--- config.mk ---
export PLATFORM = sky130hd
export DESIGN_NAME = sample_scheduler_flat
export DESIGN_NICKNAME = d
export VERILOG_FILES = /design/src/rtl/sample_scheduler_if.sv /design/src/rtl/sample_scheduler.sv /design/src/flat_wrapper.sv
export SDC_FILE = /design/constraint.sdc
export NUM_CORES = 1
export LEC_CHECK = 0
export BUFFER_PORTS_ARGS = -buffer_cell sky130_fd_sc_hd__buf_2
export CORE_ASPECT_RATIO = 0.75
export CORE_UTILIZATION = 40
export CTS_CLUSTER_SIZE = 8
export DETAILED_ROUTE_END_ITERATION = 8
export GPL_TIMING_DRIVEN = 0
export PLACE_DENSITY = 0.63
export SYNTH_ARGS = -nofsm -noshare
export SYNTH_HDL_FRONTEND = slang
export SYNTH_SLANG_ARGS = --single-unit
--- constraint.sdc ---
create_clock -name clk -period 5.12 [get_ports clk]
set_clock_uncertainty 0.15 [all_clocks]
set_input_delay 0.256 -clock clk [delete_from_list [all_inputs] [get_ports clk]]
set_output_delay 0.256 -clock clk [all_outputs]
set_load 0.02 [all_outputs]
--- src/rtl/sample_scheduler_if.sv ---
// sample_scheduler_if
//   Groups the sample-input strobes and the stereo-pair output handshake of
//   sample_scheduler into one bundle.
//   Ports (signals):
//     vin, din[W], in_channel    decoded sample strobe, data and channel (0=L, 1=R)
//     kill                       upstream framing-error abort strobe
//     channelvout                channel-status block complete (lock evidence)
//     conv_ready                 downstream engine accepts a pair
//     conv_valid, conv_left/right  presented stereo pair
//   Modports: master = upstream/downstream environment, slave = scheduler.
interface sample_scheduler_if #(
  parameter int W = 20
);
  logic         vin;
  logic [W-1:0] din;
  logic         in_channel;
  logic         kill;
  logic         channelvout;
  logic         conv_ready;
  logic         conv_valid;
  logic [W-1:0] conv_left;
  logic [W-1:0] conv_right;

  modport master (
    output vin, din, in_channel, kill, channelvout, conv_ready,
    input  conv_valid, conv_left, conv_right
  );

  modport slave (
    input  vin, din, in_channel, kill, channelvout, conv_ready,
    output conv_valid, conv_left, conv_right
  );
endinterface

--- src/rtl/sample_scheduler.sv ---
// sample_scheduler
//   Pairs decoded left/right audio samples into stereo pairs once the upstream
//   decoder has shown lock (a completed channel-status block), and queues the
//   pairs in a DEPTH-entry FIFO for a downstream convolution engine.
//   Ports:
//     clk            audio-domain clock
//     rst            asynchronous, active-high reset
//     bus            sample_scheduler_if.slave (sample input + pair output)
//     locked         high while pairing samples (WAIT_LEFT / WAIT_RIGHT)
//     fill           number of pairs currently stored (0..DEPTH)
//     overrun_count  pairs dropped on a full FIFO, saturating at 255
module sample_scheduler #(
  parameter int DEPTH = 8,
  parameter int W     = 20
) (
  input  logic                     clk,
  input  logic                     rst,
  sample_scheduler_if.slave        bus,
  output logic                     locked,
  output logic [$clog2(DEPTH):0]   fill,
  output logic [7:0]               overrun_count
);

  localparam int             AW      = $clog2(DEPTH);
  localparam logic [AW:0]    DEPTH_F = (AW+1)'(DEPTH);

  typedef enum logic [1:0] {
    UNLOCKED,
    WAIT_LEFT,
    WAIT_RIGHT
  } state_t;

  state_t         state_q, state_d;
  logic [W-1:0]   held_q, held_d;
  logic           push_req;

  logic [AW-1:0]  wr_ptr, rd_ptr;
  logic [2*W-1:0] mem [DEPTH];
  logic [2*W-1:0] rd_data;
  logic           pop;
  logic           push_ok;

  // ---------------------------------------------------------------------------
  // Pairing FSM: next state and push request
  // ---------------------------------------------------------------------------
  always_comb begin
    // NOTE: every output of this block is given a default first so no path
    // leaves a variable unassigned, which would otherwise infer a latch.
    state_d  = state_q;
    held_d   = held_q;
    push_req = 1'b0;

    if (bus.kill) begin
      // Abort wins over everything else in the same cycle.
      state_d = UNLOCKED;
      held_d  = '0;
    end else begin
      case (state_q)
        UNLOCKED: begin
          if (bus.channelvout) state_d = WAIT_LEFT;
        end
        WAIT_LEFT: begin
          // A right sample here has no partner; dropping it keeps L/R aligned.
          if (bus.vin && !bus.in_channel) begin
            held_d  = bus.din;
            state_d = WAIT_RIGHT;
          end
        end
        WAIT_RIGHT: begin
          if (bus.vin) begin
            if (bus.in_channel) begin
              push_req = 1'b1;
              state_d  = WAIT_LEFT;
            end else begin
              // A newer left sample replaces the stale one.
              held_d = bus.din;
            end
          end
        end
        default: state_d = UNLOCKED;
      endcase
    end
  end

  // NOTE: sequential state is written with non-blocking assignments so every
  // register samples the pre-edge values regardless of statement order.
  always_ff @(posedge clk or posedge rst) begin
    if (rst) begin
      state_q <= UNLOCKED;
      held_q  <= '0;
    end else begin
      state_q <= state_d;
      held_q  <= held_d;
    end
  end

  assign locked = (state_q != UNLOCKED);

  // ---------------------------------------------------------------------------
  // Pair FIFO
  // ---------------------------------------------------------------------------
  assign bus.conv_valid = (fill != '0);
  assign pop            = bus.conv_valid & bus.conv_ready;
  // A full FIFO still accepts a pair when a slot is freed on the same edge.
  assign push_ok        = push_req & ((fill < DEPTH_F) | pop);

  // NOTE: the storage array has no reset; stale entries are never visible
  // because the outputs below are forced to zero whenever the FIFO is empty.
  always_ff @(posedge clk) begin
    if (push_ok) mem[wr_ptr] <= {held_q, bus.din};
  end

  assign rd_data        = mem[rd_ptr];
  assign bus.conv_left  = bus.conv_valid ? rd_data[2*W-1:W] : '0;
  assign bus.conv_right = bus.conv_valid ? rd_data[W-1:0]   : '0;

  // Pointers are AW bits wide, so they wrap modulo DEPTH on their own.
  always_ff @(posedge clk or posedge rst) begin
    if (rst) begin
      wr_ptr        <= '0;
      rd_ptr        <= '0;
      fill          <= '0;
      overrun_count <= '0;
    end else begin
      if (push_ok) wr_ptr <= wr_ptr + 1'b1;
      if (pop)     rd_ptr <= rd_ptr + 1'b1;

      case ({push_ok, pop})
        2'b10:   fill <= fill + 1'b1;
        2'b01:   fill <= fill - 1'b1;
        default: fill <= fill;
      endcase

      if (push_req && !push_ok && overrun_count != 8'hFF)
        overrun_count <= overrun_count + 8'd1;
    end
  end

endmodule

--- src/flat_wrapper.sv ---
// flat-port wrapper written by rule: the top's interface ports become plain ports
module sample_scheduler_flat 
#(
  parameter int DEPTH = 8,
  parameter int W     = 20
)
  (clk, rst, locked, fill, overrun_count, bus_vin, bus_din, bus_in_channel, bus_kill, bus_channelvout, bus_conv_ready, bus_conv_valid, bus_conv_left, bus_conv_right);
  sample_scheduler_if #(.W(W)) bus_i ();
  input  logic clk;
  input  logic rst;
  output logic locked;
  output logic [$clog2(DEPTH):0] fill;
  output logic [7:0] overrun_count;
  input wire logic [$bits(bus_i.vin)-1:0] bus_vin;
  input wire logic [$bits(bus_i.din)-1:0] bus_din;
  input wire logic [$bits(bus_i.in_channel)-1:0] bus_in_channel;
  input wire logic [$bits(bus_i.kill)-1:0] bus_kill;
  input wire logic [$bits(bus_i.channelvout)-1:0] bus_channelvout;
  input wire logic [$bits(bus_i.conv_ready)-1:0] bus_conv_ready;
  output wire logic [$bits(bus_i.conv_valid)-1:0] bus_conv_valid;
  output wire logic [$bits(bus_i.conv_left)-1:0] bus_conv_left;
  output wire logic [$bits(bus_i.conv_right)-1:0] bus_conv_right;
  assign bus_i.vin = bus_vin;
  assign bus_i.din = bus_din;
  assign bus_i.in_channel = bus_in_channel;
  assign bus_i.kill = bus_kill;
  assign bus_i.channelvout = bus_channelvout;
  assign bus_i.conv_ready = bus_conv_ready;
  assign bus_conv_valid = bus_i.conv_valid;
  assign bus_conv_left = bus_i.conv_left;
  assign bus_conv_right = bus_i.conv_right;
  sample_scheduler #(.DEPTH(DEPTH), .W(W)) u_core (.clk(clk), .rst(rst), .bus(bus_i), .locked(locked), .fill(fill), .overrun_count(overrun_count));
endmodule
==> impl_metrics.env, run 1 <==
export IMPL_leakagePower_uw=0.00598
export IMPL_path_common_cell="clkbuf_1"
export IMPL_wl_um=29300
export IMPL_final_area_mm2=0.0171
export IMPL_track_usage_pct=16.9
export IMPL_start_util_pct=40.6
export IMPL_setup_violations=0
export IMPL_route_detailed_drc=0
export IMPL_cp_slowest_stage_delay_ps=620
export IMPL_fin_ws_ps=1840
export IMPL_vias=6960
export IMPL_path_clk_slew_ps=50
export IMPL_synth_edff_count=320
export IMPL_async_flop_share_pct=11.1
export IMPL_clk_latency_ps=540
export IMPL_area_growth_pct=22.1
export IMPL_grt_remaining_overflow=0
export IMPL_cts_setup_buffers=0
export IMPL_critical_path_class="flip-flop to output port"
export IMPL_grt_max_degree=31
export IMPL_slew_violations=0
export IMPL_syn_area_per_cell_um2=20.1
export IMPL_ys_types=40
export IMPL_clk_path_buf_depth=3
export IMPL_synth_top_area_share_pct=68.4
export IMPL_yosys_warnings=0
export IMPL_p_per_area_mw_per_mm2=513
export IMPL_yosys_top_cells_area="edfxtp_1, mux4_2, dfrtp_1, mux2i_1, nor2_1"
export IMPL_drt_initial_drc_count=492
export IMPL_portBuffers=80
export IMPL_status="completed"
export IMPL_fmax_mhz=305
export IMPL_wl_per_cell_um=21.3
export IMPL_synthMostInstantiatedCell="edfxtp_1"
export IMPL_ys_flop_type="edfxtp_1"
export IMPL_synthTopCellsByCount="edfxtp_1, mux4_2, nor2_1, mux2i_1, dfrtp_1"
export IMPL_pre_cts_ws_ps=2100
export IMPL_cp_max_fo=10
export IMPL_period_share_pct=64.0
export IMPL_antenna_found_initial=0
export IMPL_place_area_mm2=0.0154
export IMPL_die_y_um=164
export IMPL_hold_viol=0
export IMPL_place_congestion=0.725
export IMPL_grt_pass1_vias=7291
export IMPL_critPathBufInv=3
export IMPL_syn_nets=732
export IMPL_path_cells="clkbuf_1 > clkbuf_1 > mux4_2 > mux2i_1 > nor2_1 > buf_2"
export IMPL_postRouteAntennaNets=0
export IMPL_hold_class="input pin to async pin"
export IMPL_holdWs_ps=58.9
export IMPL_num_rows=59
export IMPL_ios=81
export IMPL_synth_cells=699
export IMPL_ir_drop_mv=0.330
export IMPL_synth_top_cell_by_area="edfxtp_1"
export IMPL_ys_seq_area_share_pct=75.6
export IMPL_finalSetupTns_ps=0
export IMPL_numCtsBuffers=50
export IMPL_drive_above_1_share_pct=28.9
export IMPL_coreArea_mm2=0.0346
export IMPL_grt_pass1_wl_um=44900
export IMPL_cts_root_buf="clkbuf_16"
export IMPL_drv_cap=0
export IMPL_synth_seq_cells=360
export IMPL_die_w_um=218
export IMPL_crit_required_ps=4710
export IMPL_syn_area_mm2=0.0140
export IMPL_h_tree_depth=2
export IMPL_crit_path_start_kind="flip-flop"
export IMPL_cts_sinks=360
export IMPL_worstSetupEndpointType="output port"
export IMPL_antenna_cells=0
export IMPL_relSlewSlack_pct=36.7
export IMPL_cts_tree="built"
export IMPL_path_delay_family="buffers and inverters"
export IMPL_rsz0062_at_grt="false"
export IMPL_fin_crit_ps=3280
export IMPL_dieArea_mm2=0.0359
export IMPL_hpwl_um=18500
export IMPL_cp_slowest_cell="clkbuf_1"
export IMPL_avgViaCountPerCell=5.07
export IMPL_critPathArrivalTime_ps=2870
export IMPL_fin_nets=909
export IMPL_dr_pass1_iters=4
export IMPL_worstMarginPinSlew_ps=950
==> cell type report <==
type / count / area [um^2]
fillers: 2797 / 17500
flip-flops and latches: 360 / 10600
repair buffers: 125 / 1030
multi-input cells: 298 / 3310
clock buffers: 90 / 1400
inverters: 6 / 22.5
plain buffers: 35 / 154
well taps: 457 / 572
clock inverters: 3 / 33.8
==> state kept, by name, summed over array words and instances (netlist names) <==
name	cells
u_core.mem	320
u_core.rd_ptr	3
u_core.held_q	20
u_core.fill	4
u_core.state_q	2
u_core.overrun_count	8
u_core.wr_ptr	3
==> what timing repair did <==
item	in CTS	in global routing
hold endpoints to repair	223	0
resized for setup	0	0
hold buffers	26	0
==> metal layers <==
metal,part of all wire (%),global-route usage [%],vias to the layer above
met3,4.8,2.61,45
met5,0,0,-
li1,-,-,3154
met2,47,26.5,185
met1,46,24.6,3576
met4,2.0,4.55,0
==> cell usage in the layout (no fill, tap or decap), types with 3 or more instances in the layout <==
cell type and count:
ha_1 6, buf_16 8, xnor2_1 5, a21oi_1 3, buf_1 4, nand2_1 27, inv_1 4, clkbuf_16 50
dfrtp_1 40, nor2_4 6, edfxtp_1 320, xor2_1 12, nor3_2 3, nor2_1 45, mux2_2 3, buf_6 8
mux4_2 80, nand3_1 3, mux2i_1 41, buf_2 92, buf_12 3, dlygate4sd3_1 26, o21ai_0 20, clkbuf_1 58
nand2b_1 23
==> path summary, 6_finish.rpt <==
kind	to	start	cells after the start	slack [ps]
min	u_core.overrun_count[5]	rst	3	60
max reg2reg	u_core.mem[0][4]	u_core.state_q[0]	6	2100
min reg2reg	u_core.overrun_count[7]	u_core.overrun_count[7]	1	350
min in group clk	u_core.rd_ptr[0]	bus_conv_ready	4	70
max	bus_conv_right[18]	u_core.rd_ptr[1]	6	1840
max in group asynchronous	u_core.held_q[0]	rst	4	4310
==> kinds of logic (layout without fill, tap and decap cells) <==
family,after synthesis,after routing,synth area share [%]
muxes,125,125,16.1
DFF,360,360,75.6
and+or+nand+nor,121,121,4.34
xor gates and xnor gates,17,17,1.06
buffers and inverters,41,259,1.26
adders and majority gates,6,6,0.535
AOI/OAI and AO/OA,29,29,1.18
==> worst register-to-register path, cell delays in order, from the launching register on <==
cell and delay (ps):
dfrtp_1 440, nand4b_4 220, nor3b_2 420, nand2b_1 330, nor3_2 750, buf_8 240, buf_6 170
==> report_power, final <==
part / total, uW / internal, uW / switching [uW]
clock network: 2990 / 1830 / 1160
registers: 3350 / 3270 / 80.3
logic: 2450 / 1050 / 1410
==> stage by stage <==
| stage | total power [uW] | utilization [%] | std cells |
|---|---|---|---|
| final | 8790 | 49.5 | 1374 |
| after global routing | 9190 | 49.5 | 1374 |
| after CTS | 8910 | 49.5 | 1374 |
| after detailed placement | 5900 | 44.6 | 1255 |
| after global placement | 5870 | 43.4 | 1236 |
| after floorplan | 5120 | - | 699 |
No activity file was read; power rests on OpenSTA's default activity.
==> run 2: changes to the inputs <==
- ABC_AREA: not set -> 1
- PLACE_DENSITY: 0.63 -> 0.65
- clock period: 5.12 -> 2.8 ns (I/O delays scaled with it)
==> impl_metrics.env, run 2 <==
export IMPL_status="completed"
export IMPL_drv_cap=0
export IMPL_wl_um=35600
export IMPL_avgViaCountPerCell=5.26
export IMPL_synth_seq_cells=360
export IMPL_drive_above_1_share_pct=19.5
export IMPL_vias=9842
export IMPL_yosys_warnings=0
export IMPL_hold_viol=0
export IMPL_postRouteAntennaNets=0
export IMPL_route_detailed_drc=0
export IMPL_yosys_top_cells_area="edfxtp_1, nor2_1, dfrtp_1, o21ai_0, nand2_1"
export IMPL_period_share_pct=96.2
export IMPL_fin_crit_ps=2690
export IMPL_cts_sinks=360
export IMPL_rsz0062_at_grt="true"
export IMPL_syn_nets=1221
export IMPL_layout_commonest_cell="edfxtp_1"
export IMPL_critical_path_class="flip-flop to output port"
export IMPL_synth_cells=1188
export IMPL_ys_types=31
export IMPL_crit_path_start_kind="flip-flop"
export IMPL_grt_max_degree=30
export IMPL_critPathArrivalTime_ps=2400
export IMPL_cts_tree="built"
export IMPL_ys_flop_type="edfxtp_1"
export IMPL_grt_pass1_vias=9569
export IMPL_ys_seq_area_share_pct=72.3
export IMPL_clk_latency_ps=540
export IMPL_grt_remaining_overflow=0
export IMPL_h_tree_depth=2
export IMPL_slew_violations=0
export IMPL_ios=81
export IMPL_cp_slowest_stage_delay_ps=390
export IMPL_fin_ws_ps=105
export IMPL_synth_edff_count=320
export IMPL_cts_root_buf="clkbuf_16"
export IMPL_total_power_uw=19200
export IMPL_largest_register_ffs=320
export IMPL_clk_path_buf_depth=3
export IMPL_syn_area_per_cell_um2=12.4
export IMPL_path_clk_slew_ps=50
export IMPL_hold_class="input pin to flip-flop"
export IMPL_worstSetupEndpointType="output port"
export IMPL_final_cells=1870
export IMPL_biggestRegsByFlops="u_core.mem x320, u_core.held_q x20, u_core.overrun_count x8"
export IMPL_relSlewSlack_pct=29.6
export IMPL_dp_cells=1758
export IMPL_syn_area_mm2=0.0147
export IMPL_area_growth_pct=21.5
export IMPL_coreArea_mm2=0.0360
export IMPL_leakagePower_uw=0.00649
export IMPL_fmax_mhz=371
export IMPL_path_cells="buf_6 > inv_4 > buf_6 > buf_4 > nor2_1 > o211ai_1 > nand2_1 > nor2_1 > buf_2"
export IMPL_setup_violations=0
export IMPL_numCtsBuffers=50
export IMPL_synth_top_area_share_pct=65.5
export IMPL_p_per_area_mw_per_mm2=1080
export IMPL_synthTopCellsByCount="edfxtp_1, nor2_1, o21ai_0, nand2_1, o21ai_1"
export IMPL_dr_pass1_iters=5
export IMPL_wl_per_cell_um=19.0
export IMPL_hpwl_um=24200
export IMPL_crit_required_ps=2510
export IMPL_finalSetupTns_ps=0
export IMPL_async_flop_share_pct=11.1
export IMPL_synthMostInstantiatedCell="edfxtp_1"
export IMPL_fin_nets=1407
export IMPL_place_congestion=0.784
export IMPL_grt_pass1_wl_um=54600
export IMPL_most_common_layout_cells="edfxtp_1, nor2_1, o21ai_0, nand2_1, buf_2"
export IMPL_drt_initial_drc_count=861
export IMPL_top_register="u_core.mem"
export IMPL_dieArea_mm2=0.0375
export IMPL_die_w_um=223
export IMPL_track_usage_pct=19.0
export IMPL_start_util_pct=40.8
export IMPL_ir_drop_mv=0.895
export IMPL_die_y_um=168
export IMPL_worstMarginPinSlew_ps=1050
export IMPL_synth_top_cell_by_area="edfxtp_1"
export IMPL_antenna_found_initial=0
export IMPL_pre_cts_ws_ps=135
export IMPL_portBuffers=80
export IMPL_cp_slowest_cell="dfrtp_1"
export IMPL_num_rows=60
export IMPL_cp_max_fo=10
[run 2: cell types whose count changed after synthesis, sizes merged, moves of 8 or more]
cell    change
nand2b     -24
mux4       -80
o22ai      +40
nand2      +98
o21ai     +169
mux2i      -41
o211ai     +39
clkbuf      +8
buf        +31
nand3       +9
xor2       -10
nor2      +242
inv        +14
[run 2: cells by family (layout without fill, tap and decap cells)]
kind of cell	Yosys count	count (layout)	synth area share [%]
flops	360	360	72.3
xor+xnor	12	12	0.716
other cells	0	2	0
compound gates	273	273	10.9
buf+inv	94	309	3.43
simple gates	443	443	12.2
fa+ha+maj	6	6	0.512
[run 2: where the power goes]
part	leakage, uW	internal, uW	total (uW)	switching, uW
Combinational	0.00241	2210	6890	4680
Clock	0.000667	3330	5450	2120
Sequential	0.00341	6350	6830	482
Total	0.00649	11900	19200	7290
[run 2: path summary, 6_finish.rpt]
path	start	to	slack (ps)	cells after the start
min in group asynchronous	rst	u_core.overrun_count[2]	500	4
worst max register to register	u_core.state_q[1]	u_core.mem[2][22]	140	7
worst min register to register	u_core.overrun_count[0]	u_core.overrun_count[0]	390	1
worst max-delay path	u_core.rd_ptr[0]	bus_conv_left[5]	110	9
max in group asynchronous	rst	u_core.held_q[5]	1530	5
worst min-delay path	bus_din[10]	u_core.mem[3][10]	300	2
[run 2: repair_timing]
item / 4_1_cts / 5_1_grt
setup endpoints to repair: 9 / 31
gates resized for setup: 3 / 19
hold endpoints to repair: 231 / 0
hold buffers: 29 / 0
buffers inserted: 0 / 0
[run 2: layer usage]
metal	routed length (um)	GRT usage (%)
met5	0	0
met1	16600	28.0
met4	817	5.82
met2	15800	28.8
met3	2340	3.05
[run 2: critical path, delay by kind of cell (launching register included)]
| kind | cells | cell delay (ps) |
|---|---|---|
| buf+inv | 5 | 900 |
| flops | 1 | 390 |
| simple gates | 3 | 330 |
| compound gates | 1 | 230 |
[run 2: final cells by class]
class                           count  area, um^2
Sequential cell                   360       10600
Clock inverter                      1        8.76
Multi-Input combinational cell    734        3690
Antenna cell                        2        5.00
Fill cell                        3097       18100
Inverter                           20        81.3
Timing Repair Buffer              134        1000
Clock buffer                       80        1390
Buffer                             74         460
Tap cell                          465         582
[run 2: metrics by stage]
| step | area, um^2 | utilization, % | hold slack (ps) |
|---|---|---|---|
| after detailed placement | 16100 | 44.8 | -41.9 |
| after CTS | 17800 | 49.5 | 286 |
| after floorplan | 14800 | - | 88.9 |
| final | 17800 | 49.6 | 300 |
| after global placement | 15800 | 44.0 | 257 |
| after global routing | 17800 | 49.6 | 305 |
